$ cat config.mk
export PLATFORM = sky130hd
export DESIGN_NAME = stream_accum_flat
export DESIGN_NICKNAME = d
export VERILOG_FILES = /design/src/rtl/stream_accum_pkg.sv /design/src/rtl/stream_accum_if.sv /design/src/rtl/stream_accum_mod_n_counter.sv /design/src/rtl/stream_accum.sv /design/src/flat_wrapper.sv
export SDC_FILE = /design/constraint.sdc
export NUM_CORES = 1
export LEC_CHECK = 0
export ABC_AREA = 1
export BUFFER_PORTS_ARGS = -buffer_cell sky130_fd_sc_hd__buf_2
export CELL_PAD_IN_SITES_DETAIL_PLACEMENT = 1
export CELL_PAD_IN_SITES_GLOBAL_PLACEMENT = 1
export CORE_MARGIN = 5
export CORE_UTILIZATION = 35
export CTS_CLUSTER_DIAMETER = 200
export CTS_CLUSTER_SIZE = 24
export DETAILED_ROUTE_END_ITERATION = 8
export PLACE_DENSITY = 0.75
export SYNTH_ARGS = -nofsm -noshare
export SYNTH_HDL_FRONTEND = slang
export SYNTH_SLANG_ARGS = --single-unit
export TNS_END_PERCENT = 50
$ cat constraint.sdc
create_clock -name clk -period 1.7 [get_ports clk]
set_clock_uncertainty 0.2 [all_clocks]
set_input_delay 0.34 -clock clk [delete_from_list [all_inputs] [get_ports clk]]
set_output_delay 0.34 -clock clk [all_outputs]
set_load 0.005 [all_outputs]
$ cat src/rtl/stream_accum_pkg.sv
// Shared types and default constants for the stream accumulator.
package stream_accum_pkg;

    // Controller state: collecting a group, or presenting its sum.
    typedef enum logic {
        ACCUM = 1'b0,
        HOLD  = 1'b1
    } state_t;

    localparam int DEF_WIDTH = 8;
    localparam int DEF_N     = 4;

endpackage

$ cat src/rtl/stream_accum_if.sv
// Input and output valid/ready streams of the accumulator.
// Producer/consumer side uses master; the accumulator uses slave.
interface stream_accum_if
    import stream_accum_pkg::*;
#(
    parameter int WIDTH = DEF_WIDTH
) ();

    logic             in_valid;
    logic             in_ready;
    logic [WIDTH-1:0] in_data;
    logic             out_valid;
    logic             out_ready;
    logic [WIDTH-1:0] out_sum;

    modport master (
        output in_valid,
        output in_data,
        output out_ready,
        input  in_ready,
        input  out_valid,
        input  out_sum
    );

    modport slave (
        input  in_valid,
        input  in_data,
        input  out_ready,
        output in_ready,
        output out_valid,
        output out_sum
    );

endinterface

$ cat src/rtl/stream_accum_mod_n_counter.sv
// Modulo-N element counter; wrap flags the increment that closes a group.
module mod_n_counter #(
    parameter int N = 4
) (
    input  logic                                 clk,
    input  logic                                 rst_n,
    input  logic                                 clr,
    input  logic                                 inc,
    output logic [((N > 1) ? $clog2(N) : 1)-1:0] count,
    output logic                                 wrap
);

    localparam int              CNT_W = (N > 1) ? $clog2(N) : 1;
    localparam logic [CNT_W-1:0] LAST  = CNT_W'(N - 1);

    logic [CNT_W-1:0] r_count;

    assign wrap  = inc && (r_count == LAST);
    assign count = r_count;

    // Count accepted elements, returning to zero after the last one of a group.
    always_ff @(posedge clk) begin
        if (!rst_n || clr) begin
            r_count <= '0;
        end else if (inc) begin
            r_count <= wrap ? '0 : r_count + 1'b1;
        end
    end

endmodule

$ cat src/rtl/stream_accum.sv
// Sums groups of N unsigned values (mod 2^WIDTH) from a valid/ready stream
// and presents each group sum on a second valid/ready stream.
module stream_accum
    import stream_accum_pkg::*;
#(
    parameter int WIDTH = DEF_WIDTH,
    parameter int N     = DEF_N
) (
    input  logic          clk,
    input  logic          rst_n,
    input  logic          clear,
    stream_accum_if.slave bus
);

    localparam int              CNT_W    = (N > 1) ? $clog2(N) : 1;
    localparam logic [CNT_W-1:0] LAST_CNT = CNT_W'(N - 1);

    state_t           r_state;
    logic [WIDTH-1:0] r_acc;
    logic [WIDTH-1:0] r_sum;

    logic             w_in_xfer;
    logic             w_out_xfer;
    logic             w_wrap;
    logic [CNT_W-1:0] w_count;
    logic [WIDTH-1:0] w_acc_next;

    // Handshakes are qualified by the registered state, never by outputs of
    // combinational logic, so no input-to-output path exists.
    assign w_in_xfer  = (r_state == ACCUM) && bus.in_valid;
    assign w_out_xfer = (r_state == HOLD) && bus.out_ready;
    assign w_acc_next = r_acc + bus.in_data;

    mod_n_counter #(
        .N (N)
    ) u_count (
        .clk   (clk),
        .rst_n (rst_n),
        .clr   (clear),
        .inc   (w_in_xfer),
        .count (w_count),
        .wrap  (w_wrap)
    );

    // FSM plus accumulator: reset beats clear, clear beats any handshake.
    always_ff @(posedge clk) begin
        if (!rst_n) begin
            r_state <= ACCUM;
            r_acc   <= '0;
            r_sum   <= '0;
        end else if (clear) begin
            r_state <= ACCUM;
            r_acc   <= '0;
        end else begin
            case (r_state)
                ACCUM: begin
                    if (w_in_xfer) begin
                        if (w_wrap) begin
                            r_sum   <= w_acc_next;
                            r_acc   <= '0;
                            r_state <= HOLD;
                        end else begin
                            r_acc <= w_acc_next;
                        end
                    end
                end
                HOLD: begin
                    if (w_out_xfer) begin
                        r_state <= ACCUM;
                    end
                end
                default: r_state <= ACCUM;
            endcase
        end
    end

    assign bus.in_ready  = (r_state == ACCUM);
    assign bus.out_valid = (r_state == HOLD);
    assign bus.out_sum   = r_sum;

    a_count_range: assert property (@(posedge clk) disable iff (!rst_n) w_count <= LAST_CNT);

endmodule

$ cat src/flat_wrapper.sv
// flat-port wrapper written by rule: the top's interface ports become plain ports
module stream_accum_flat import stream_accum_pkg::*;
#(
    parameter int WIDTH = DEF_WIDTH,
    parameter int N     = DEF_N
)
  (clk, rst_n, clear, bus_in_valid, bus_in_data, bus_out_ready, bus_in_ready, bus_out_valid, bus_out_sum);
  stream_accum_if #(.WIDTH(WIDTH)) bus_i ();
  input  logic clk;
  input  logic rst_n;
  input  logic clear;
  input wire logic [$bits(bus_i.in_valid)-1:0] bus_in_valid;
  input wire logic [$bits(bus_i.in_data)-1:0] bus_in_data;
  input wire logic [$bits(bus_i.out_ready)-1:0] bus_out_ready;
  output wire logic [$bits(bus_i.in_ready)-1:0] bus_in_ready;
  output wire logic [$bits(bus_i.out_valid)-1:0] bus_out_valid;
  output wire logic [$bits(bus_i.out_sum)-1:0] bus_out_sum;
  assign bus_i.in_valid = bus_in_valid;
  assign bus_i.in_data = bus_in_data;
  assign bus_i.out_ready = bus_out_ready;
  assign bus_in_ready = bus_i.in_ready;
  assign bus_out_valid = bus_i.out_valid;
  assign bus_out_sum = bus_i.out_sum;
  stream_accum #(.WIDTH(WIDTH), .N(N)) u_core (.clk(clk), .rst_n(rst_n), .clear(clear), .bus(bus_i));
endmodule
==> summary.md <==
| Metric | Value |
|---|---|
| RSZ-0062 raised after global routing | `yes` |
| Fill cells | `426` |
| Core area | `3310 um2` |
| CP Class | `flip-flop to flip-flop` |
| Share of post-route cells with drive strength above 1 | `35.8%` |
| NumNets Final | `213` |
| Area growth, synth to finish | `27.3%` |
| Via count | `1,102` |
| Syn Area/Cell | `7.46 um2` |
| Required @ worst endpoint | `1700 ps` |
| Reg2reg start | `u_core.r_acc[0]` |
| Synthesized flop and latch total | `19` |
| Clock Path Buffers | `2` |
| Clock slew at reported path FFs | `120 ps` |
| Area contributors post-synth | `dfxtp_1, nand2_1, ha_1` |
| DRT Pass-1 Iters | `3` |
| Simple-gate share of the synthesized area | `35.7%` |
| Fin. Hold Viols | `0` |
| Critical path startpoint category | `flip-flop` |
| Synth Cell Area | `1180 um2` |
| Relative slew slack | `82.7%` |
| Min-delay src | `rst_n` |
| Slew Limit Fails | `0` |
| Total power | `0.915 mW` |
| Synth Area in Adders | `10.2%` |
| Critical Path, Cell by Cell | `ha_4, inv_2, fa_2, inv_2, nand2_2, nand2_2, nand3b_1, nand2_1, nand2_1, nand2_1, nand2_1, nand2_1, inv_1` |
| Vias in the first global route | `1,242` |
| Overall Global Routing Usage | `15.0%` |
| Root Driver | `clkbuf_4` |
| First-pass GRT wire length | `5300 um` |
| Crit-path slowest cell | `dfxtp_2` |
| Row count | `21` |
| Multi-input logic area | `777 um2` |
| Multiplexer share of the synthesized area | `0%` |
| DP HPWL | `2480 um` |
| Worst-path fanout max | `2` |
| Post-synthesis instance total | `158` |
| Slew at the pin with the worst max-slew slack | `259 ps` |
| Worst Setup End Kind | `flip-flop` |
| Yosys warning count | `0` |
| Outcome | `finished with violations` |
| Pin count of the biggest net entering global routing | `15` |
| Largest family of logic cells by synthesized area | `simple AND/OR/NAND/NOR gates` |
| Pre-CTS setup slack | `-261 ps` |
| Diodes inserted | `0` |
| Worst Path Arrival | `1830 ps` |
| Clock Latency Late Sink | `300 ps` |
| Number of DRC markers in iteration 0 | `36` |
| CTS buffer count | `3` |
| Most frequent CP cell | `nand2_1` |
| Area share of the largest cell type after synthesis | `32.3%` |
| Period utilization | `108%` |
| FF-to-FF setup slack | `-130 ps` |
| Reg2Reg Depth | `13` |
| GRT overflow | `0` |
| Hold Path End | `u_core.bus.out_sum[0]` |
| Worst Hold Class | `input port to flip-flop` |
| Cell variety after synth | `30` |
| Die height | `68.0 um` |
| Post-synthesis sequential area ratio | `32.3%` |
| Routability Congestion | `0.735` |
| Antenna-violating nets left | `0` |
| PnR worst setup slack | `-131 ps` |
| Peak VDD IR | `0.290 mV` |
| Clock tree from TritonCTS | `yes` |
| Synth Area in XOR/XNOR | `2.23%` |
| WL per Instance | `13.0 um` |
| Remaining DRCs | `0` |
| Max Clk Rate | `0.546 GHz` |
| Hold WS | `106 ps` |
| Vias per cell | `4.67` |
| I/O pins | `23` |
| Routed WL | `3080 um` |
| Initial antenna violation count | `0` |
| Violated checks | `setup timing` |
| Starting density of the core | `35.6%` |
| Critical Path Max Stage Delay | `370 ps` |
| Pwr per Cell Area | `610 nW/um2` |
| Synthesized Nets | `180` |
| Final Setup Violations | `6` |
| Worst r2r dst | `u_core.bus.out_sum[6]` |
| Reg area | `383 um2` |
| Lkg Pwr | `0.757 nW` |
| Synth Area in Compound Gates | `10.9%` |
| Hold Crit Depth | `3` |
| H-tree levels | `1` |
| Maximum capacitance violations | `0` |
| Post-layout min period | `1830 ps` |
| Die area | `4630 um2` |
| Port Buf Inserts | `22` |
| Die Wd | `68.0 um` |
| Post-synth top area cell | `dfxtp_1` |
| CTS sink count | `19` |
sequential cells by signal, summed over array words and instances, names as in the netlist:
name	flops
u_core.bus.out_sum	8
u_core.u_count.count	2
u_core.bus.out_valid	1
u_core.r_acc	8
cell usage after synthesis:
master / number
nand2_4: 2
or2_2: 1
buf_2: 1
o21ai_1: 4
inv_1: 19
ha_1: 8
nor2_8: 1
a21oi_4: 1
nand2_1: 39
nand3b_4: 1
o21a_1: 1
inv_2: 4
nor2_2: 3
and2_4: 1
xnor2_1: 2
fa_1: 1
nand3b_1: 2
or2_4: 1
a21oi_1: 10
nor2_1: 16
o21ai_0: 2
or2_1: 2
nor2_4: 1
nand3_1: 8
xor2_1: 1
nand3_2: 3
o211ai_1: 1
buf_6: 1
a21oi_2: 2
dfxtp_1: 19
cell type report:
cell class,instances,area share [%]
timing repair buffer,30,11.3
inverter,23,5.75
clock buffer,4,1.75
tap,46,3.84
sequential,19,25.5
multi-input combinational,114,51.8
worst max path at each step:
stage / startpoint / end / slack [ps] / cells past startpoint
global route: u_core.r_acc[0] / u_core.bus.out_sum[6] / -220 / 13
CTS: u_core.r_acc[0] / u_core.bus.out_sum[6] / -140 / 13
global placement: bus_in_data[0] / u_core.bus.out_sum[6] / -130 / 14
detailed placement: bus_in_data[0] / u_core.bus.out_sum[6] / -260 / 14
finish: u_core.r_acc[0] / u_core.bus.out_sum[6] / -130 / 13
floorplan: u_core.r_acc[0] / u_core.bus.out_sum[6] / 2 / 13
cells in the final DEF (no fill, tap or decap), drive strengths merged, types with 2 or more instances in the layout:
master / Yosys / layout
or2: 4 / 4
ha: 8 / 8
clkbuf: 0 / 4
nor2: 21 / 21
a21oi: 13 / 13
dfxtp: 19 / 19
buf: 2 / 30
o21ai: 6 / 6
inv: 23 / 23
nand3: 11 / 11
xnor2: 2 / 2
nand3b: 3 / 3
nand2: 41 / 41
power by group:
group / internal [mW] / switching [mW]
Clock: 0.0913 / 0.143
Sequential: 0.456 / 0.00813
Combinational: 0.0993 / 0.118
worst max-delay path, delay by kind of cell (launching register included):
kind / cells / cell delay [ps]
DFF: 1 / 370
adders and majority gates: 2 / 490
and+or+nand+nor: 8 / 520
buffers and inverters: 3 / 130
stage by stage:
step	TNS, ps	util (%)	instances	instance area (um2)
global route	-999	45.3	236	1500
finish	-410	45.3	236	1500
floorplan	0	-	158	1190
global placement	-820	42.0	230	1390
detailed placement	-1470	42.0	230	1390
CTS	-344	43.7	235	1450
per-layer routing:
layer | global-route usage (%) | part of all wire, % | vias to the layer above
met5 | 0 | 0 | -
met4 | 3.97 | 0.75 | 0
met3 | 2.46 | 2.8 | 4
met2 | 27.6 | 52 | 16
met1 | 17.9 | 45 | 517
li1 | - | - | 565
cell families (layout without fill, tap and decap cells):
logic type,after synthesis,count (layout)
fa+ha+maj,9,9
xor+xnor,3,3
buf+inv,25,57
compound gates,21,21
flops,19,19
simple gates,81,81
repair_timing:
item	CTS	global route
hold buffers	0	0
setup buffers	1	1
gates resized for setup	4	8
pin swaps	7	6
setup endpoints to repair	7	11
Power figures use the tool's default switching activity.
